### src/rtl/reg_write_arbiter.sv
// Two-requester register-write arbiter with five 8-bit control registers (addresses 0x00-0x04).
// Define ARB_ROUND_ROBIN_EN for round-robin contention; the default is fixed priority to req0.
module reg_write_arbiter (
  input  logic       clk,
  input  logic       rst_n,
  input  logic       req0_valid,
  input  logic [6:0] req0_addr,
  input  logic [7:0] req0_data,
  output logic       req0_ready,
  input  logic       req1_valid,
  input  logic [6:0] req1_addr,
  input  logic [7:0] req1_data,
  output logic       req1_ready,
  output logic [7:0] en_reg_out_7_0,
  output logic [7:0] en_reg_out_15_8,
  output logic [7:0] en_reg_pwm_7_0,
  output logic [7:0] en_reg_pwm_15_8,
  output logic [7:0] pwm_duty_cycle,
  output logic       wr_err
);

  typedef enum logic {StIdle, StCommit} state_e;

  state_e     state_q, state_d;
  logic       winner_q, winner_d;
  logic       last_grant_q, last_grant_d;
  logic [6:0] addr_q, addr_d;
  logic [7:0] data_q, data_d;
  logic [7:0] out_lo_q, out_lo_d;
  logic [7:0] out_hi_q, out_hi_d;
  logic [7:0] pwm_lo_q, pwm_lo_d;
  logic [7:0] pwm_hi_q, pwm_hi_d;
  logic [7:0] duty_q, duty_d;
  logic       win;

  // Winner among currently valid requesters; a lone requester always wins.
  always_comb begin
    if (req0_valid && req1_valid) begin
`ifdef ARB_ROUND_ROBIN_EN
      win = ~last_grant_q;
`else
      win = 1'b0;
`endif
    end else begin
      win = req1_valid;
    end
  end

  always_comb begin
    state_d      = state_q;
    winner_d     = winner_q;
    last_grant_d = last_grant_q;
    addr_d       = addr_q;
    data_d       = data_q;
    out_lo_d     = out_lo_q;
    out_hi_d     = out_hi_q;
    pwm_lo_d     = pwm_lo_q;
    pwm_hi_d     = pwm_hi_q;
    duty_d       = duty_q;
    req0_ready   = 1'b0;
    req1_ready   = 1'b0;
    wr_err       = 1'b0;
    unique case (state_q)
      StIdle: begin
        if (req0_valid || req1_valid) begin
          state_d  = StCommit;
          winner_d = win;
          addr_d   = win ? req1_addr : req0_addr;
          data_d   = win ? req1_data : req0_data;
        end
      end
      StCommit: begin
        req0_ready   = ~winner_q;
        req1_ready   = winner_q;
        wr_err       = (addr_q > 7'h04);
        state_d      = StIdle;
        last_grant_d = winner_q;
        case (addr_q)
          7'h00:   out_lo_d = data_q;
          7'h01:   out_hi_d = data_q;
          7'h02:   pwm_lo_d = data_q;
          7'h03:   pwm_hi_d = data_q;
          7'h04:   duty_d   = data_q;
          default: ;
        endcase
      end
    endcase
  end

  // last_grant resets to 1 so requester 0 wins the first contention.
  always_ff @(posedge clk or negedge rst_n) begin
    if (!rst_n) begin
      state_q      <= StIdle;
      winner_q     <= 1'b0;
      last_grant_q <= 1'b1;
      addr_q       <= 7'h00;
      data_q       <= 8'h00;
      out_lo_q     <= 8'h00;
      out_hi_q     <= 8'h00;
      pwm_lo_q     <= 8'h00;
      pwm_hi_q     <= 8'h00;
      duty_q       <= 8'h00;
    end else begin
      state_q      <= state_d;
      winner_q     <= winner_d;
      last_grant_q <= last_grant_d;
      addr_q       <= addr_d;
      data_q       <= data_d;
      out_lo_q     <= out_lo_d;
      out_hi_q     <= out_hi_d;
      pwm_lo_q     <= pwm_lo_d;
      pwm_hi_q     <= pwm_hi_d;
      duty_q       <= duty_d;
    end
  end

  assign en_reg_out_7_0  = out_lo_q;
  assign en_reg_out_15_8 = out_hi_q;
  assign en_reg_pwm_7_0  = pwm_lo_q;
  assign en_reg_pwm_15_8 = pwm_hi_q;
  assign pwm_duty_cycle  = duty_q;

endmodule

### config.mk
export PLATFORM = sky130hd
export DESIGN_NAME = reg_write_arbiter
export DESIGN_NICKNAME = d
export VERILOG_FILES = /design/src/rtl/reg_write_arbiter.sv
export SDC_FILE = /design/constraint.sdc
export NUM_CORES = 1
export LEC_CHECK = 0
export CAP_MARGIN = 25
export CORE_MARGIN = 5
export CORE_UTILIZATION = 30
export CTS_BUF_LIST = sky130_fd_sc_hd__clkbuf_4
export CTS_CLUSTER_DIAMETER = 30
export DETAILED_ROUTE_END_ITERATION = 16
export HOLD_SLACK_MARGIN = 0.1
export PLACE_DENSITY = 0.68
export SLEW_MARGIN = 40
export SYNTH_ARGS = -nofsm -noshare
export SYNTH_HDL_FRONTEND = slang
export SYNTH_SLANG_ARGS = --single-unit
### constraint.sdc
create_clock -name clk -period 2.8 [get_ports clk]
set_clock_uncertainty 0.1 [all_clocks]
set_input_delay 0.56 -clock clk [delete_from_list [all_inputs] [get_ports clk]]
set_output_delay 0.56 -clock clk [all_outputs]
set_load 0.1 [all_outputs]
==> impl_metrics.env <==
export IMPL_period_share=0.840
export IMPL_gate_count_after_technology_mapping=167
export IMPL_yosysTopAreaCellShare=0.609
export IMPL_place_inst=343
export IMPL_place_detailed_hpwl_um=3980
export IMPL_synth_top_cells_by_count="sky130_fd_sc_hd__dfrtp_1, sky130_fd_sc_hd__mux2_2, sky130_fd_sc_hd__o21ai_0"
export IMPL_synth_async_sr_flop_share=1.00
export IMPL_synth_most_common_cell="sky130_fd_sc_hd__dfrtp_1"
export IMPL_timing_hold_worst_start="en_reg_out_15_8[2]"
export IMPL_fin_hold_ws_ns=0.414
export IMPL_rrSetupSlack_ns=0.76
export IMPL_post_layout_nonfiller_instances=359
export IMPL_cp_slowest_cell="sky130_fd_sc_hd__nor4_4"
export IMPL_cts_htree_levels=3
export IMPL_global_route_usage_total=0.119
export IMPL_period_minus_slack_ns=2.35
export IMPL_count_of_flip_flops_with_a_built_in_enable_after_synthesis=0
export IMPL_worst_setup_hold_path_clk_slew_ns=0.10
export IMPL_detail_route_first_pass_iterations=5
export IMPL_termination_of_the_worst_setup_path="wr_err"
export IMPL_floorplan_io_pins=77
export IMPL_num_vias=1633
export IMPL_design_core_area_um2=7650
export IMPL_post_route_cells_drive_above_1_share=0.416
export IMPL_diodes=0
export IMPL_cts_sink_count=57
export IMPL_drc=0
export IMPL_setup_tns_final_ns=0
export IMPL_synth_largest_area_cell="sky130_fd_sc_hd__dfrtp_1"
export IMPL_avgRoutedWirePerCell_um=15.0
export IMPL_setup_viol=0
export IMPL_crit_arrival_ns=1.69
export IMPL_yosys_register_bits=57
export IMPL_clock_latency_reported_for_the_late_side_of_the_worst_skew_pair_ns=0.39
export IMPL_clock_root_buffer="sky130_fd_sc_hd__clkbuf_4"
export IMPL_warning_count_from_the_yosys_run=0
export IMPL_max_clock_path_buffers=2
export IMPL_fmaxAchievable_ghz=0.425
export IMPL_setup_ws_ns=0.449
export IMPL_min_path_type="flop to flop"
export IMPL_critPathLaunchType="flop"
export IMPL_grt_pass1_wl_um=8910
export IMPL_cpPeakStageDelay_ns=0.54
export IMPL_synth_area_per_cell_um2=14.0
export IMPL_timing_hold_violations_final=0
export IMPL_synth_area_top_cells="sky130_fd_sc_hd__dfrtp_1, sky130_fd_sc_hd__mux2_2, sky130_fd_sc_hd__mux2i_1"
export IMPL_grt_ovfl_total=0
export IMPL_buffer_ports_inserted=76
export IMPL_drv_cap=0
export IMPL_finalWeightedCongestion=0.721
export IMPL_ys_flop_type="sky130_fd_sc_hd__dfrtp_1"
export IMPL_critPathBufInv=1
export IMPL_r2r_end="en_reg_pwm_7_0[3]"
export IMPL_critPathMaxFanout=6
export IMPL_outcome="completed"
export IMPL_largest_net_degree_at_the_start_of_global_routing=36
export IMPL_path_cells="nor4_4, a21oi_2, buf_4"
export IMPL_critPathCaptureType="output pin"
export IMPL_rows=32
export IMPL_grt_setup_unrepaired="no"
export IMPL_initial_core_util=0.306
export IMPL_drt_vias_per_instance=4.55
export IMPL_grt_antenna_before_repair=0
export IMPL_cts_setup_buffers=0
export IMPL_remaining_max_slew_budget_at_the_tightest_pin=0.645
export IMPL_tightestPinTransition_ns=0.528
export IMPL_design_die_area_um2=9670
export IMPL_tritoncts="yes"
export IMPL_drt_antenna_violating_nets=0
export IMPL_startpoint="addr_q[3]"
export IMPL_cp_depth=3
export IMPL_ys_seq_area_frac=0.609
export IMPL_timing_worst_setup_path_type="flop to output pin"
export IMPL_num_nets_final=287
export IMPL_first_global_vias=1717
export IMPL_synth_nets=201
export IMPL_final_max_slew_violation_count=0
export IMPL_synth_lib_cells_used_distinct=17
export IMPL_num_fill_cells=715
export IMPL_synth_cell_area_um2=2340
export IMPL_critPathRequiredTime_ns=2.14
export IMPL_r2r_cells=3
export IMPL_post_place_ws_ns=0.541
export IMPL_cts_inserted_buffers=9
export IMPL_area_sequential_um2=1430
export IMPL_cpLargestDelayFamily="simple AND/OR/NAND/NOR gates"
export IMPL_die_y_um=98.4
export IMPL_layout_area_overhead_vs_synth_pct=39.1
export IMPL_critical_path_reg2reg_startpoint="addr_q[3]"
export IMPL_drt_first_iter_violations=45
export IMPL_overall_routed_net_length_um=5370
export IMPL_die_w_um=98.4
export IMPL_area_of_the_multi_input_gates_um2=891
==> area by class of cell <==
| type | count | area share |
|---|---|---|
| inverter | 2 | 0.00230 |
| clock inverter | 6 | 0.0154 |
| sequential | 57 | 0.438 |
| multi-input combinational | 102 | 0.273 |
| tap | 102 | 0.0392 |
| timing repair buffer | 81 | 0.211 |
| clock buffer | 9 | 0.0207 |
==> per-layer routing <==
layer  global-route usage  routed length (um)
met5                    0                   0
met4               0.0483                  89
met3               0.0386                 329
met2                0.189                2670
met1                0.151                2290
==> worst min-delay path by stage <==
stage,to,depth (start not counted),slack (ns)
detailed placement,en_reg_out_7_0[7],1,0.39
global route,en_reg_out_7_0[7],1,0.43
floorplan,addr_q[0],0,0.16
finish,en_reg_out_15_8[2],1,0.41
CTS,en_reg_out_7_0[7],1,0.42
global placement,en_reg_pwm_7_0[7],1,0.39
==> cell usage in the layout, fill, tap and decap left out, drive strengths merged, types with 2 or more instances in the layout <==
cell / instances
dfrtp: 57
buf: 48
mux2: 40
clkdlybuf4s50: 32
o21ai: 16
mux2i: 15
nand2: 15
clkbuf: 9
clkinv: 5
nand4b: 3
a21oi: 3
inv: 2
nor2: 2
nand4: 2
nor2b: 2
==> cell families (layout without fill, tap and decap cells) <==
group	Yosys count	count (layout)	share of synthesized area
flops	57	57	0.609
mux	55	55	0.256
simple gates	27	27	0.0769
compound gates	20	20	0.0438
buf+inv	8	98	0.0139
==> registers in the layout, indices dropped and copies added, names as in the netlist <==
register	cells
pwm_duty_cycle	8
winner_q	1
en_reg_out_15_8	8
en_reg_pwm_7_0	8
state_q	1
data_q	8
en_reg_out_7_0	8
addr_q	7
en_reg_pwm_15_8	8
==> metrics by stage <==
| step | cell area, um2 | utilization |
|---|---|---|
| final | 3260 | 0.426 |
| after detailed placement | 3130 | 0.409 |
| after global placement | 3130 | 0.409 |
| after CTS | 3260 | 0.426 |
| after global routing | 3260 | 0.426 |
| after floorplan | 2350 | - |
==> repair_timing <==
item                      in CTS  in global routing
hold buffers                   1                  0
hold endpoints to repair      22                  0
resized for setup              0                  0
Power is left out: the tool's default activity adds up to more than one toggle a clock period on the data nets, which glitch-free logic cannot reach.
